===== src/rtl/mux8_scan_seq_pkg.sv =====
// rtl/mux8_scan_seq_pkg.sv - shared types and widths for the mux8 scan sequencer
package mux8_scan_seq_pkg;

  localparam int DATA_W = 8;
  localparam int SEL_W  = 3;
  localparam int CNT_W  = 4;

  typedef enum logic [1:0] {
    IDLE = 2'd0,
    SCAN = 2'd1,
    DONE = 2'd2
  } scan_state_t;

endpackage


===== src/rtl/mux8_scan_seq_if.sv =====
// rtl/mux8_scan_seq_if.sv - upstream word, mux stage and result handshake bundle
interface mux8_scan_seq_if;
  import mux8_scan_seq_pkg::*;

  logic              in_valid;
  logic              in_ready;
  logic [DATA_W-1:0] in_data;
  logic [DATA_W-1:0] mux_data;
  logic [SEL_W-1:0]  mux_sel;
  logic              mux_out;
  logic              out_valid;
  logic              out_ready;
  logic [DATA_W-1:0] out_data;
  logic              out_err;
  logic              busy;

  // slave is the sequencer's view; master is the surrounding logic
  modport slave (
    input  in_valid, in_data, mux_out, out_ready,
    output in_ready, mux_data, mux_sel, out_valid, out_data, out_err, busy
  );

  modport master (
    output in_valid, in_data, mux_out, out_ready,
    input  in_ready, mux_data, mux_sel, out_valid, out_data, out_err, busy
  );

endinterface


===== src/rtl/mux8_settle_timer.sv =====
// rtl/mux8_settle_timer.sv - loadable down-counter that times the mux settle window
module mux8_settle_timer
  import mux8_scan_seq_pkg::*;
#(
  parameter int unsigned SETTLE_CYCLES = 1
) (
  input  logic clk,
  input  logic rst_n,
  input  logic load,
  input  logic en,
  output logic expired
);

  logic [CNT_W-1:0] cnt_q, cnt_d;

  always_comb begin
    cnt_d = cnt_q;
    if (load) begin
      cnt_d = CNT_W'(SETTLE_CYCLES);
    end else if (en && (cnt_q != '0)) begin
      cnt_d = cnt_q - CNT_W'(1);
    end
  end

  always_ff @(posedge clk) begin
    if (!rst_n) begin
      cnt_q <= '0;
    end else begin
      cnt_q <= cnt_d;
    end
  end

  assign expired = (cnt_q == '0);

endmodule


===== src/rtl/mux8_scan_seq.sv =====
// rtl/mux8_scan_seq.sv - walks an 8:1 mux select, samples its output and rebuilds the byte
// Optional feature: MUX8_SCAN_SEQ_CHECK_EN adds the readback comparator on out_err.
module mux8_scan_seq
  import mux8_scan_seq_pkg::*;
#(
  parameter int unsigned SETTLE_CYCLES = 1
) (
  input  logic           clk,
  input  logic           rst_n,
  mux8_scan_seq_if.slave bus
);

  localparam logic [1:0] ST_IDLE = IDLE;
  localparam logic [1:0] ST_SCAN = SCAN;
  localparam logic [1:0] ST_DONE = DONE;
  localparam logic [SEL_W-1:0] SEL_LAST = SEL_W'(DATA_W - 1);

  logic [1:0]        state_q, state_d;
  logic [DATA_W-1:0] hold_q, hold_d;
  logic [DATA_W-1:0] shadow_q, shadow_d;
  logic [SEL_W-1:0]  sel_q, sel_d;
  logic              load;
  logic              expired;
  logic              scanning;

  assign scanning = (state_q == ST_SCAN);

  mux8_settle_timer #(
    .SETTLE_CYCLES(SETTLE_CYCLES)
  ) u_timer (
    .clk     (clk),
    .rst_n   (rst_n),
    .load    (load),
    .en      (scanning),
    .expired (expired)
  );

  always_comb begin
    state_d  = state_q;
    hold_d   = hold_q;
    shadow_d = shadow_q;
    sel_d    = sel_q;
    load     = 1'b0;
    case (state_q)
      ST_IDLE: begin
        if (bus.in_valid) begin
          hold_d  = bus.in_data;
          sel_d   = '0;
          load    = 1'b1;
          state_d = ST_SCAN;
        end
      end
      ST_SCAN: begin
        if (expired) begin
          shadow_d[sel_q] = bus.mux_out;
          if (sel_q == SEL_LAST) begin
            state_d = ST_DONE;
          end else begin
            sel_d = sel_q + SEL_W'(1);
            load  = 1'b1;
          end
        end
      end
      ST_DONE: begin
        if (bus.out_ready) begin
          state_d = ST_IDLE;
          sel_d   = '0;
        end
      end
      default: state_d = ST_IDLE;
    endcase
  end

  always_ff @(posedge clk) begin
    if (!rst_n) begin
      state_q  <= ST_IDLE;
      hold_q   <= '0;
      shadow_q <= '0;
      sel_q    <= '0;
    end else begin
      state_q  <= state_d;
      hold_q   <= hold_d;
      shadow_q <= shadow_d;
      sel_q    <= sel_d;
    end
  end

`ifdef MUX8_SCAN_SEQ_CHECK_EN
  logic err_q, err_d;

  // bit7 is still in flight on the DONE-entry edge, so splice in the live sample
  always_comb begin
    err_d = err_q;
    if (scanning && expired && (sel_q == SEL_LAST)) begin
      err_d = ({bus.mux_out, shadow_q[DATA_W-2:0]} != hold_q);
    end else if ((state_q == ST_DONE) && bus.out_ready) begin
      err_d = 1'b0;
    end
  end

  always_ff @(posedge clk) begin
    if (!rst_n) begin
      err_q <= 1'b0;
    end else begin
      err_q <= err_d;
    end
  end

  assign bus.out_err = err_q;
`else
  assign bus.out_err = 1'b0;
`endif

  assign bus.in_ready  = (state_q == ST_IDLE);
  assign bus.out_valid = (state_q == ST_DONE);
  assign bus.busy      = (state_q != ST_IDLE);
  assign bus.mux_data  = hold_q;
  assign bus.mux_sel   = sel_q;
  assign bus.out_data  = shadow_q;

endmodule


===== src/flat_wrapper.sv =====
// flat-port wrapper written by rule: the top's interface ports become plain ports
module mux8_scan_seq_flat import mux8_scan_seq_pkg::*;
#(
  parameter int unsigned SETTLE_CYCLES = 1
)
  (clk, rst_n, bus_in_valid, bus_in_data, bus_mux_out, bus_out_ready, bus_in_ready, bus_mux_data, bus_mux_sel, bus_out_valid, bus_out_data, bus_out_err, bus_busy);
  mux8_scan_seq_if bus_i ();
  input  logic clk;
  input  logic rst_n;
  input wire logic [$bits(bus_i.in_valid)-1:0] bus_in_valid;
  input wire logic [$bits(bus_i.in_data)-1:0] bus_in_data;
  input wire logic [$bits(bus_i.mux_out)-1:0] bus_mux_out;
  input wire logic [$bits(bus_i.out_ready)-1:0] bus_out_ready;
  output wire logic [$bits(bus_i.in_ready)-1:0] bus_in_ready;
  output wire logic [$bits(bus_i.mux_data)-1:0] bus_mux_data;
  output wire logic [$bits(bus_i.mux_sel)-1:0] bus_mux_sel;
  output wire logic [$bits(bus_i.out_valid)-1:0] bus_out_valid;
  output wire logic [$bits(bus_i.out_data)-1:0] bus_out_data;
  output wire logic [$bits(bus_i.out_err)-1:0] bus_out_err;
  output wire logic [$bits(bus_i.busy)-1:0] bus_busy;
  assign bus_i.in_valid = bus_in_valid;
  assign bus_i.in_data = bus_in_data;
  assign bus_i.mux_out = bus_mux_out;
  assign bus_i.out_ready = bus_out_ready;
  assign bus_in_ready = bus_i.in_ready;
  assign bus_mux_data = bus_i.mux_data;
  assign bus_mux_sel = bus_i.mux_sel;
  assign bus_out_valid = bus_i.out_valid;
  assign bus_out_data = bus_i.out_data;
  assign bus_out_err = bus_i.out_err;
  assign bus_busy = bus_i.busy;
  mux8_scan_seq #(.SETTLE_CYCLES(SETTLE_CYCLES)) u_core (.clk(clk), .rst_n(rst_n), .bus(bus_i));
endmodule

===== config.mk =====
export PLATFORM = sky130hd
export DESIGN_NAME = mux8_scan_seq_flat
export DESIGN_NICKNAME = d
export VERILOG_FILES = /design/src/rtl/mux8_scan_seq_pkg.sv /design/src/rtl/mux8_scan_seq_if.sv /design/src/rtl/mux8_settle_timer.sv /design/src/rtl/mux8_scan_seq.sv /design/src/flat_wrapper.sv
export SDC_FILE = /design/constraint.sdc
export NUM_CORES = 1
export LEC_CHECK = 0
export ABC_CLOCK_PERIOD_IN_PS = 1900
export CAP_MARGIN = 10
export CORE_UTILIZATION = 46
export CTS_CLUSTER_SIZE = 12
export DETAILED_ROUTE_END_ITERATION = 12
export GPL_ROUTABILITY_DRIVEN = 0
export PLACE_DENSITY = 0.78
export SLEW_MARGIN = 20
export SYNTH_ARGS = -nofsm -noshare
export SYNTH_HDL_FRONTEND = slang
export SYNTH_SLANG_ARGS = --single-unit

===== constraint.sdc =====
create_clock -name clk -period 1.9 [get_ports clk]
set_input_delay 0.285 -clock clk [delete_from_list [all_inputs] [get_ports clk]]
set_output_delay 0.285 -clock clk [all_outputs]
set_load 0.005 [all_outputs]

==> impl_metrics.env <==
export IMPL_antennaDiodeCount=0
export IMPL_post_route_min_period_ns=1.84
export IMPL_synth_edf_count=0
export IMPL_setup_slack_ns=0.0626
export IMPL_nNetsFinal=181
export IMPL_hold_viol=0
export IMPL_syn_num_nets=144
export IMPL_drt_first_iter_violations=9
export IMPL_run_status="completed"
export IMPL_pre_cts_ws_ns=0.0705
export IMPL_syn_area_mm2=0.00122
export IMPL_yosys_top_cells_count="dfxtp_1 (25), mux2i_1 (20), nand2_1 (18)"
export IMPL_synth_ff_type="dfxtp_1"
export IMPL_seq_area_um2=504
export IMPL_core_area_mm2=0.00250
export IMPL_slowest_stage="clkdlybuf4s50_1"
export IMPL_r2r_start="u_core.u_timer.cnt_q[0]"
export IMPL_ys_warn_count=0
export IMPL_cts_sinks=25
export IMPL_clockBufferDepth=2
export IMPL_end_kind="output pin"
export IMPL_p_sw_w=0.000269
export IMPL_dr_total_vias=1030
export IMPL_critPathLaunch="u_core.state_q[0]"
export IMPL_worst_hold_startpoint="u_core.bus.out_data[4]"
export IMPL_die_w_um=53.6
export IMPL_synth_seq_cells=25
export IMPL_powerDensity_mw_per_mm2=626
export IMPL_cap_viol_max_count=0
export IMPL_ios=36
export IMPL_drv_slew=0
export IMPL_power_leakage_nw=0.675
export IMPL_viasPerCell=5.31
export IMPL_swShare=0.265
export IMPL_root_buffer="clkbuf_4"
export IMPL_path_max_fanout=7
export IMPL_grt_total_usage=0.200
export IMPL_grt_max_degree=25
export IMPL_clk_latency_ns=0.31
export IMPL_port_buffers=34
export IMPL_placed_area_mm2=0.00159
export IMPL_die_h_um=53.6
export IMPL_required_ns=1.62
export IMPL_path_clk_slew_ns=0.14
export IMPL_p_clk_frac=0.235
export IMPL_drive_gt1_frac=0.0793
export IMPL_post_synth_cell_area_avg_um2=9.56
export IMPL_skew_ns=0.00554
export IMPL_crit_family="buffers and inverters"
export IMPL_fin_area_mm2=0.00163
export IMPL_setup_violations=0
export IMPL_p_seq_frac=0.552
export IMPL_power_frac_comb=0.213
export IMPL_irDropWorstVdd_mv=0.424
export IMPL_yosys_cell_count_top_type="dfxtp_1"
export IMPL_crit_type="reg -> out"
export IMPL_yosys_top_cells_area="dfxtp_1 (41%), mux2i_1 (16%), nand2_1 (5.5%)"
export IMPL_drc=0
export IMPL_ys_seq_area_frac=0.409
export IMPL_dr_pass1_iters=4
export IMPL_path_buf_inv=2
export IMPL_synthCells=128
export IMPL_initial_core_util=0.489
export IMPL_multi_input_area_um2=668
export IMPL_finalPower_w=0.00102
export IMPL_start_kind="flip-flop"
export IMPL_die_area_mm2=0.00287
export IMPL_grt_pass1_vias=962
export IMPL_hold_class="reg -> reg"
export IMPL_cts_tree="yes"
export IMPL_max_stage_delay_ns=0.48
export IMPL_postSynth_asyncResetShare=0
export IMPL_numCtsBuffers=3
export IMPL_path_cells="or2_2 > inv_1 > clkdlybuf4s50_1"
export IMPL_fin_util=0.650
export IMPL_timing_final_crit_share=0.967
export IMPL_yosysTopAreaCell="dfxtp_1"
export IMPL_grt_overflow_total=0
export IMPL_dp_cells=189
export IMPL_slew_headroom=0.573
export IMPL_intPower_w=0.000748
export IMPL_antenna_found_initial=0
export IMPL_fmax_ghz=0.544
export IMPL_tightestPinTransition_ns=0.640
export IMPL_arrival_ns=1.55
export IMPL_cts_max_level=1
export IMPL_synth_top_area_frac=0.409
export IMPL_ctsHoldBuffers=0
export IMPL_dp_hpwl_mm=1.91
export IMPL_fillCellCount=207
export IMPL_routed_wl_mm=2.66
export IMPL_ys_types=34
export IMPL_ant_nets=0
export IMPL_area_delta_synth_final_pct=32.8
export IMPL_wl_per_cell_um=13.7
export IMPL_rows=18
export IMPL_grt_pass1_wl_mm=4.24
export IMPL_instances_no_fill=194
[worst paths after layout]
check | depth (start not counted) | slack, ns | end
worst max register to register | 5 | 0.14 | u_core.u_timer.cnt_q[1]
worst min register to register | 2 | 0.48 | u_core.bus.out_data[4]
worst min-delay path | 2 | 0.48 | u_core.bus.out_data[4]
worst max-delay path | 3 | 0.06 | bus_in_ready
[kinds of logic (layout without fill, tap and decap cells)]
logic type,after synthesis,count (layout),share of synthesized area
adders and majority gates,3,3,0.0307
muxes,20,20,0.164
other,1,1,0.00306
buffers and inverters,11,47,0.0450
AOI/OAI and AO/OA,13,13,0.0839
DFF,25,25,0.409
and+or+nand+nor,55,55,0.265
[cells in the final DEF (no fill, tap or decap), types with 2 or more instances in the layout]
cell              n
clkdlybuf4s50_1  34
dfxtp_1          24
nand2_1          18
nor4bb_1          2
clkbuf_4          3
o21ai_0           4
nor2b_1           9
nand4b_1          2
buf_4             4
nand4_1           2
ha_1              3
inv_1             5
nand3_1           2
nor4b_1           2
mux2i_1          20
nand2b_1          3
a21oi_1           3
or3_1             5
nor2_1            3
[stage by stage]
step                      hold slack [ns]  setup TNS, ns
after floorplan                     0.429              0
after global placement              0.447              0
after detailed placement            0.450              0
after CTS                           0.478              0
after global routing                0.494       -0.00789
final                               0.475              0
[layer usage]
layer,part of all wire,up-vias,global-route usage,wire [µm]
li1,-,518,-,-
met1,0.45,494,0.246,1200
met2,0.51,16,0.360,1360
met3,0.029,2,0.0282,77
met4,0.0049,0,0.0570,13
met5,0,-,0,0
[power by group through the flow]
stage | logic [W] | registers (W) | clock network (W)
after floorplan | 0.000124 | 0.000572 | 0
after global placement | 0.000210 | 0.000574 | 0
after detailed placement | 0.000216 | 0.000575 | 0
after CTS | 0.000217 | 0.000564 | 0.000246
after global routing | 0.000236 | 0.000566 | 0.000261
final | 0.000216 | 0.000562 | 0.000239
[repair_timing]
| action | in CTS | in global routing |
|---|---|---|
| resized for setup | 1 | 1 |
| setup buffers | 0 | 1 |
| endpoints found under the setup margin | 2 | 1 |
[final cells by class]
| cell class | count | area share |
|---|---|---|
| Multi-Input combinational cell | 92 | 0.411 |
| Sequential cell | 25 | 0.310 |
| Timing Repair Buffer | 38 | 0.228 |
| Tap cell | 30 | 0.0231 |
| Clock buffer | 4 | 0.0162 |
| Inverter | 5 | 0.0115 |
[state kept, by name, summed over array words and instances (netlist names)]
register / flops
u_core.bus.mux_data: 8
u_core.bus.mux_sel: 3
u_core.bus.out_data: 8
u_core.state_q: 2
u_core.u_timer.cnt_q: 4
[worst min-delay path, delay by kind of cell, from the launching register on]
family | cells | cell delay [ns]
flops | 1 | 0.34
mux | 1 | 0.06
simple gates | 1 | 0.05
Power figures use the tool's default switching activity.
